[config.mk]
export PLATFORM = sky130hd
export DESIGN_NAME = uart_tx_fifo
export DESIGN_NICKNAME = d
export VERILOG_FILES = /design/src/rtl/uart_tx_fifo.sv
export SDC_FILE = /design/constraint.sdc
export NUM_CORES = 1
export LEC_CHECK = 0
export ABC_AREA = 1
export BUFFER_PORTS_ARGS = -buffer_cell sky130_fd_sc_hd__buf_4
export CAP_MARGIN = 30
export CORE_MARGIN = 10
export CORE_UTILIZATION = 60
export CTS_CLUSTER_DIAMETER = 50
export CTS_CLUSTER_SIZE = 30
export DETAILED_ROUTE_END_ITERATION = 10
export PLACE_DENSITY = 0.78
export SYNTH_ARGS = -nofsm -noshare
export SYNTH_HDL_FRONTEND = slang
export SYNTH_SLANG_ARGS = --single-unit
[constraint.sdc]
create_clock -name clk -period 3.1 [get_ports clk]
set_clock_uncertainty 0.1 [all_clocks]
set_input_delay 0.155 -clock clk [delete_from_list [all_inputs] [get_ports clk]]
set_output_delay 0.155 -clock clk [all_outputs]
set_load 0.03 [all_outputs]
[src/rtl/uart_tx_fifo.sv]
// UART transmitter with a small transmit FIFO in front of it.
// Frames are start, LSB-first data, optional parity, then one or two stop bits.
module uart_tx_fifo #(
  parameter int CLKS_PER_BIT = 234,
  parameter int DATA_BITS    = 8,
  parameter int PARITY       = 0,
  parameter int STOP_BITS    = 1,
  parameter int FIFO_DEPTH   = 16
) (
  input  logic                          clk,
  input  logic                          rst_n,
  input  logic [DATA_BITS-1:0]          tx_data,
  input  logic                          tx_valid,
  output logic                          tx_ready,
  output logic                          uart_tx,
  output logic                          busy,
  output logic                          tx_done,
  output logic [$clog2(FIFO_DEPTH):0]   fifo_count
);

  localparam int AddrW  = $clog2(FIFO_DEPTH);
  localparam int CntW   = AddrW + 1;
  localparam int TimerW = $clog2(CLKS_PER_BIT);
  localparam logic [CntW-1:0]   DepthC   = CntW'(FIFO_DEPTH);
  localparam logic [TimerW-1:0] BitLast  = TimerW'(CLKS_PER_BIT - 1);
  localparam logic [2:0]        DataLast = 3'(DATA_BITS - 1);
  localparam logic              StopLast = 1'(STOP_BITS - 1);

  typedef enum logic [2:0] {StIdle, StStart, StData, StParity, StStop} state_e;

  state_e                state;
  logic [DATA_BITS-1:0]  mem [FIFO_DEPTH];
  logic [AddrW-1:0]      wrPtr;
  logic [AddrW-1:0]      rdPtr;
  logic [TimerW-1:0]     bitTimer;
  logic [2:0]            bitIdx;
  logic                  stopIdx;
  logic [DATA_BITS-1:0]  shiftReg;
  logic                  parityBit;
  logic [DATA_BITS-1:0]  headData;
  logic                  bitEnd;
  logic                  frameEnd;
  logic                  wrEn;
  logic                  popEn;

  assign tx_ready = fifo_count < DepthC;
  assign wrEn     = tx_valid && tx_ready;
  assign headData = mem[rdPtr];
  assign bitEnd   = bitTimer == BitLast;
  assign frameEnd = (state == StStop) && bitEnd && (stopIdx == StopLast);
  // A pop happens either from idle or back-to-back at the end of a frame.
  assign popEn    = (fifo_count != '0) && ((state == StIdle) || frameEnd);

  always_ff @(posedge clk) begin
    if (rst_n && wrEn) begin
      mem[wrPtr] <= tx_data;
    end
  end

  always_ff @(posedge clk) begin
    if (!rst_n) begin
      wrPtr      <= '0;
      rdPtr      <= '0;
      fifo_count <= '0;
    end else begin
      if (wrEn) begin
        wrPtr <= wrPtr + AddrW'(1);
      end
      if (popEn) begin
        rdPtr <= rdPtr + AddrW'(1);
      end
      case ({wrEn, popEn})
        2'b10:   fifo_count <= fifo_count + CntW'(1);
        2'b01:   fifo_count <= fifo_count - CntW'(1);
        default: fifo_count <= fifo_count;
      endcase
    end
  end

  always_ff @(posedge clk) begin
    if (!rst_n) begin
      state     <= StIdle;
      uart_tx   <= 1'b1;
      busy      <= 1'b0;
      tx_done   <= 1'b0;
      bitTimer  <= '0;
      bitIdx    <= '0;
      stopIdx   <= 1'b0;
      shiftReg  <= '0;
      parityBit <= 1'b0;
    end else begin
      tx_done <= 1'b0;
      if (state != StIdle) begin
        bitTimer <= bitEnd ? '0 : bitTimer + TimerW'(1);
      end
      case (state)
        StIdle: uart_tx <= 1'b1;
        StStart: begin
          if (bitEnd) begin
            state    <= StData;
            uart_tx  <= shiftReg[0];
            shiftReg <= shiftReg >> 1;
            bitIdx   <= '0;
          end
        end
        StData: begin
          if (bitEnd) begin
            if (bitIdx == DataLast) begin
              if (PARITY != 0) begin
                state   <= StParity;
                uart_tx <= parityBit;
              end else begin
                state   <= StStop;
                uart_tx <= 1'b1;
                stopIdx <= 1'b0;
              end
            end else begin
              uart_tx  <= shiftReg[0];
              shiftReg <= shiftReg >> 1;
              bitIdx   <= bitIdx + 3'd1;
            end
          end
        end
        StParity: begin
          if (bitEnd) begin
            state   <= StStop;
            uart_tx <= 1'b1;
            stopIdx <= 1'b0;
          end
        end
        StStop: begin
          if (frameEnd) begin
            tx_done <= 1'b1;
            state   <= StIdle;
            busy    <= 1'b0;
          end else if (bitEnd) begin
            stopIdx <= 1'b1;
          end
        end
        default: state <= StIdle;
      endcase
      // Loading a new character overrides whatever the case above decided.
      if (popEn) begin
        state     <= StStart;
        uart_tx   <= 1'b0;
        busy      <= 1'b1;
        bitTimer  <= '0;
        shiftReg  <= headData;
        parityBit <= (^headData) ^ (PARITY == 1);
      end
    end
  end

endmodule

==> summary.txt <==
Routing
  • Residual DRC: 0
  • Detailed-route wire length: 16,300 µm
  • Routed vias/inst: 5.81
  • Initial drt markers: 559
  • Via count: 5,278
  • Detail Route Antenna Nets: 0
  • Post-DR wirelength/cell: 18.0 µm
  • TritonRoute pass-1 iters: 5

STA
  • Slew headroom: 38.9%
  • Final hold vios: 0
  • Unrepaired setup endpoints after global routing: no
  • Setup TNS: 0 ps
  • Worst-margin pin slew: 913 ps
  • Max Slew Vio Count: 0
  • Peak Freq: 0.368 GHz
  • Setup violations, final: 0
  • Crit path time final: 2720 ps
  • Hold WS: 84.8 ps
  • Period Utilization, post-route: 87.7%

Worst setup path
  • Buffers & Inverters on Critical Path: 1
  • Startpoint Class: flop
  • Critical Path Fanout Max: 5
  • Crit path arrival time: 2910 ps
  • Crit Path Category: reg2reg
  • CP endpoint kind: flop
  • CP peak stage delay: 390 ps
  • CP max stage cell: dfxtp_1
  • Worst path required time: 3300 ps
  • CP top delay family: simple AND/OR/NAND/NOR gates
  • Cell chain of the critical path: ha_1 -> nand2_1 -> inv_1 -> nand2_2 -> nor2_4 -> nand3_2 -> a21oi_4 -> ha_1 -> xor2_1 -> ha_1 -> a21o_1 -> and3_1 -> o21bai_1 -> nand2_1 -> nand2_1 -> a21oi_1

Yosys
  • Mean Syn Cell Area: 10.1 µm²
  • Most used DFF post-synth: edfxtp_1
  • Post-synthesis async set-or-reset flop share: 0%
  • YS warnings: 0
  • Yosys reg bits: 171
  • Gate Count Post-Synth: 722
  • Number of enable flip-flop cells after synthesis: 128
  • Sequential area share after synthesis: 64.6%
  • Net Count, Synth: 746
  • Synthesized area: 7280 µm²
  • Yosys cell types: 39

Die
  • Io pins: 20
  • Starting Density: 60.9%
  • Num rows: 40
  • Die H: 130 µm
  • Die area: 16,900 µm²
  • Core Area: 12,000 µm²
  • Die width: 130 µm

Clock tree
  • H-tree depth: 4
  • Clock Path Buffers: 2
  • Post-CTS Resized: 0
  • TritonCTS sink count: 171
  • TritonCTS clock tree: yes
  • Clock Root Buffer: clkbuf_16
  • Reg clk slew, reported paths: 60 ps
  • Latest clock arrival within the worst-skew pair: 430 ps
  • TritonCTS Buffers: 17

Job
  • Max cap viols: 0

Global route
  • GR Overflow Total: 0
  • Largest net degree at the start of global routing: 65
  • Vias in the first global route: 5,024
  • First-pass GRT wire length: 25,800 µm
  • Total GRT Usage: 20.0%
  • Initial antenna violation count: 0

Power and ir drop
  • Peak supply drop: 545 µV
  • Static leakage: 3.14 nW
  • Design Power: 6.85 mW
  • Power Density: 832 nW/µm²

Place
  • GP Congestion: 0.841
  • IO Port Bufs: 19
  • HPWL Detailed: 10,100 µm
  • Placed Cells incl. Taps: 869

Worst hold path
  • Hold Crit Class: in2reg

Final layout
  • Reg area: 4710 µm²
  • Fillers: 843
  • Non-Filler Instances: 908
  • Multi-input logic area: 2270 µm²
  • Share of cells above drive strength 1: 9.07%
  • Final #Nets: 774
  • P&R area growth vs syn: 13.2%
  • N_diodes: 0

Outcome
  • Status: finished clean
Yosys cell counts (all sizes together) (4+ instances only):
master,number,area [µm²]
clkbuf,11,41.3
edfxtp,128,3840
buf,17,93.8
nand3,78,400
xor2,8,70.1
nor2,94,365
inv,43,161
dfxtp,43,861
nand4,4,25.0
a21oi,30,165
nand2,183,694
ha,13,163
o21ai,49,245
layer usage:
layer | global-route usage, % | wire [µm] | vias up
li1 | - | - | 2498
met1 | 24.3 | 6320 | 2505
met2 | 33.5 | 8300 | 244
met3 | 4.91 | 1340 | 31
met4 | 8.40 | 389 | 0
met5 | 0 | 0 | -
worst paths after layout:
check                  endpoint  cells after the start  slack (ps)         from
setup / recovery  fifo_count[4]                     16         380  bitTimer[0]
hold reg to reg         tx_done                      1         320      stopIdx
hold / removal         wrPtr[1]                      3          80     tx_valid
setup reg to reg  fifo_count[4]                     16         380  bitTimer[0]
through the flow:
| stage | cell area, µm² | setup slack [ps] | util, % |
|---|---|---|---|
| CTS | 8240 | 413 | 68.9 |
| floorplan | 7280 | 483 | - |
| finish | 8240 | 383 | 68.9 |
| detailed placement | 7560 | 439 | 63.2 |
| global placement | 7540 | 559 | 63.0 |
| global route | 8240 | 227 | 68.9 |
kinds of logic (layout without fill, tap and decap cells):
group                    count (synthesis)  after routing  share of synthesized area [%]
AO/OA/AOI/OAI                           87             87                           6.49
AND/OR/NAND/NOR                        368            368                           21.4
flip-flops                             171            171                           64.6
buffers and inverters                   74            113                           4.23
XOR/XNOR                                 9              9                           1.08
adder cells (fa/ha/maj)                 13             13                           2.23
worst reg2reg max path: stages, from the launching register on:
cell and delay (ps):
dfxtp_1 390, ha_1 180, nand2_1 50, inv_1 60, nand2_2 60, nor2_4 150
nand3_2 140, a21oi_4 150, ha_1 270, xor2_1 140, ha_1 210, a21o_1 170
and3_1 180, o21bai_1 150, nand2_1 70, nand2_1 60, a21oi_1 50
sequential cells by signal, indices dropped and copies added, names as in the netlist, named ones only:
register,count
bitIdx,3
bitTimer,8
busy,1
fifo_count,5
mem,128
rdPtr,4
shiftReg,8
state,3
stopIdx,1
tx_done,1
uart_tx,1
wrPtr,4
layout by cell type (no fill, tap or decap), drive strengths merged, types with 21 or more instances in the layout:
cell type  netlist  routed
edfxtp         128     128
clkbuf          11      21
buf             17      28
nor2            94      94
nand2          183     183
a21oi           30      30
dfxtp           43      43
o21ai           49      49
inv             43      43
nand3           78      78
timing repair:
item	4_1_cts	5_1_grt
hold endpoints to repair	125	0
buffers inserted	0	0
hold buffers	9	0
area by class of cell:
type | count | area share (%)
tap | 147 | 2.23
inverter | 46 | 2.09
sequential | 171 | 57.1
timing repair buffer | 37 | 3.89
multi-input combinational | 477 | 27.6
clock inverter | 9 | 1.79
clock buffer | 21 | 5.34
where the power goes:
group          switching (mW)  leakage, nW  internal, mW
sequential              0.110         1.51          2.61
combinational            1.35         1.36         0.643
clock                   0.811        0.278          1.33
(Power assumes the default switching activity.)
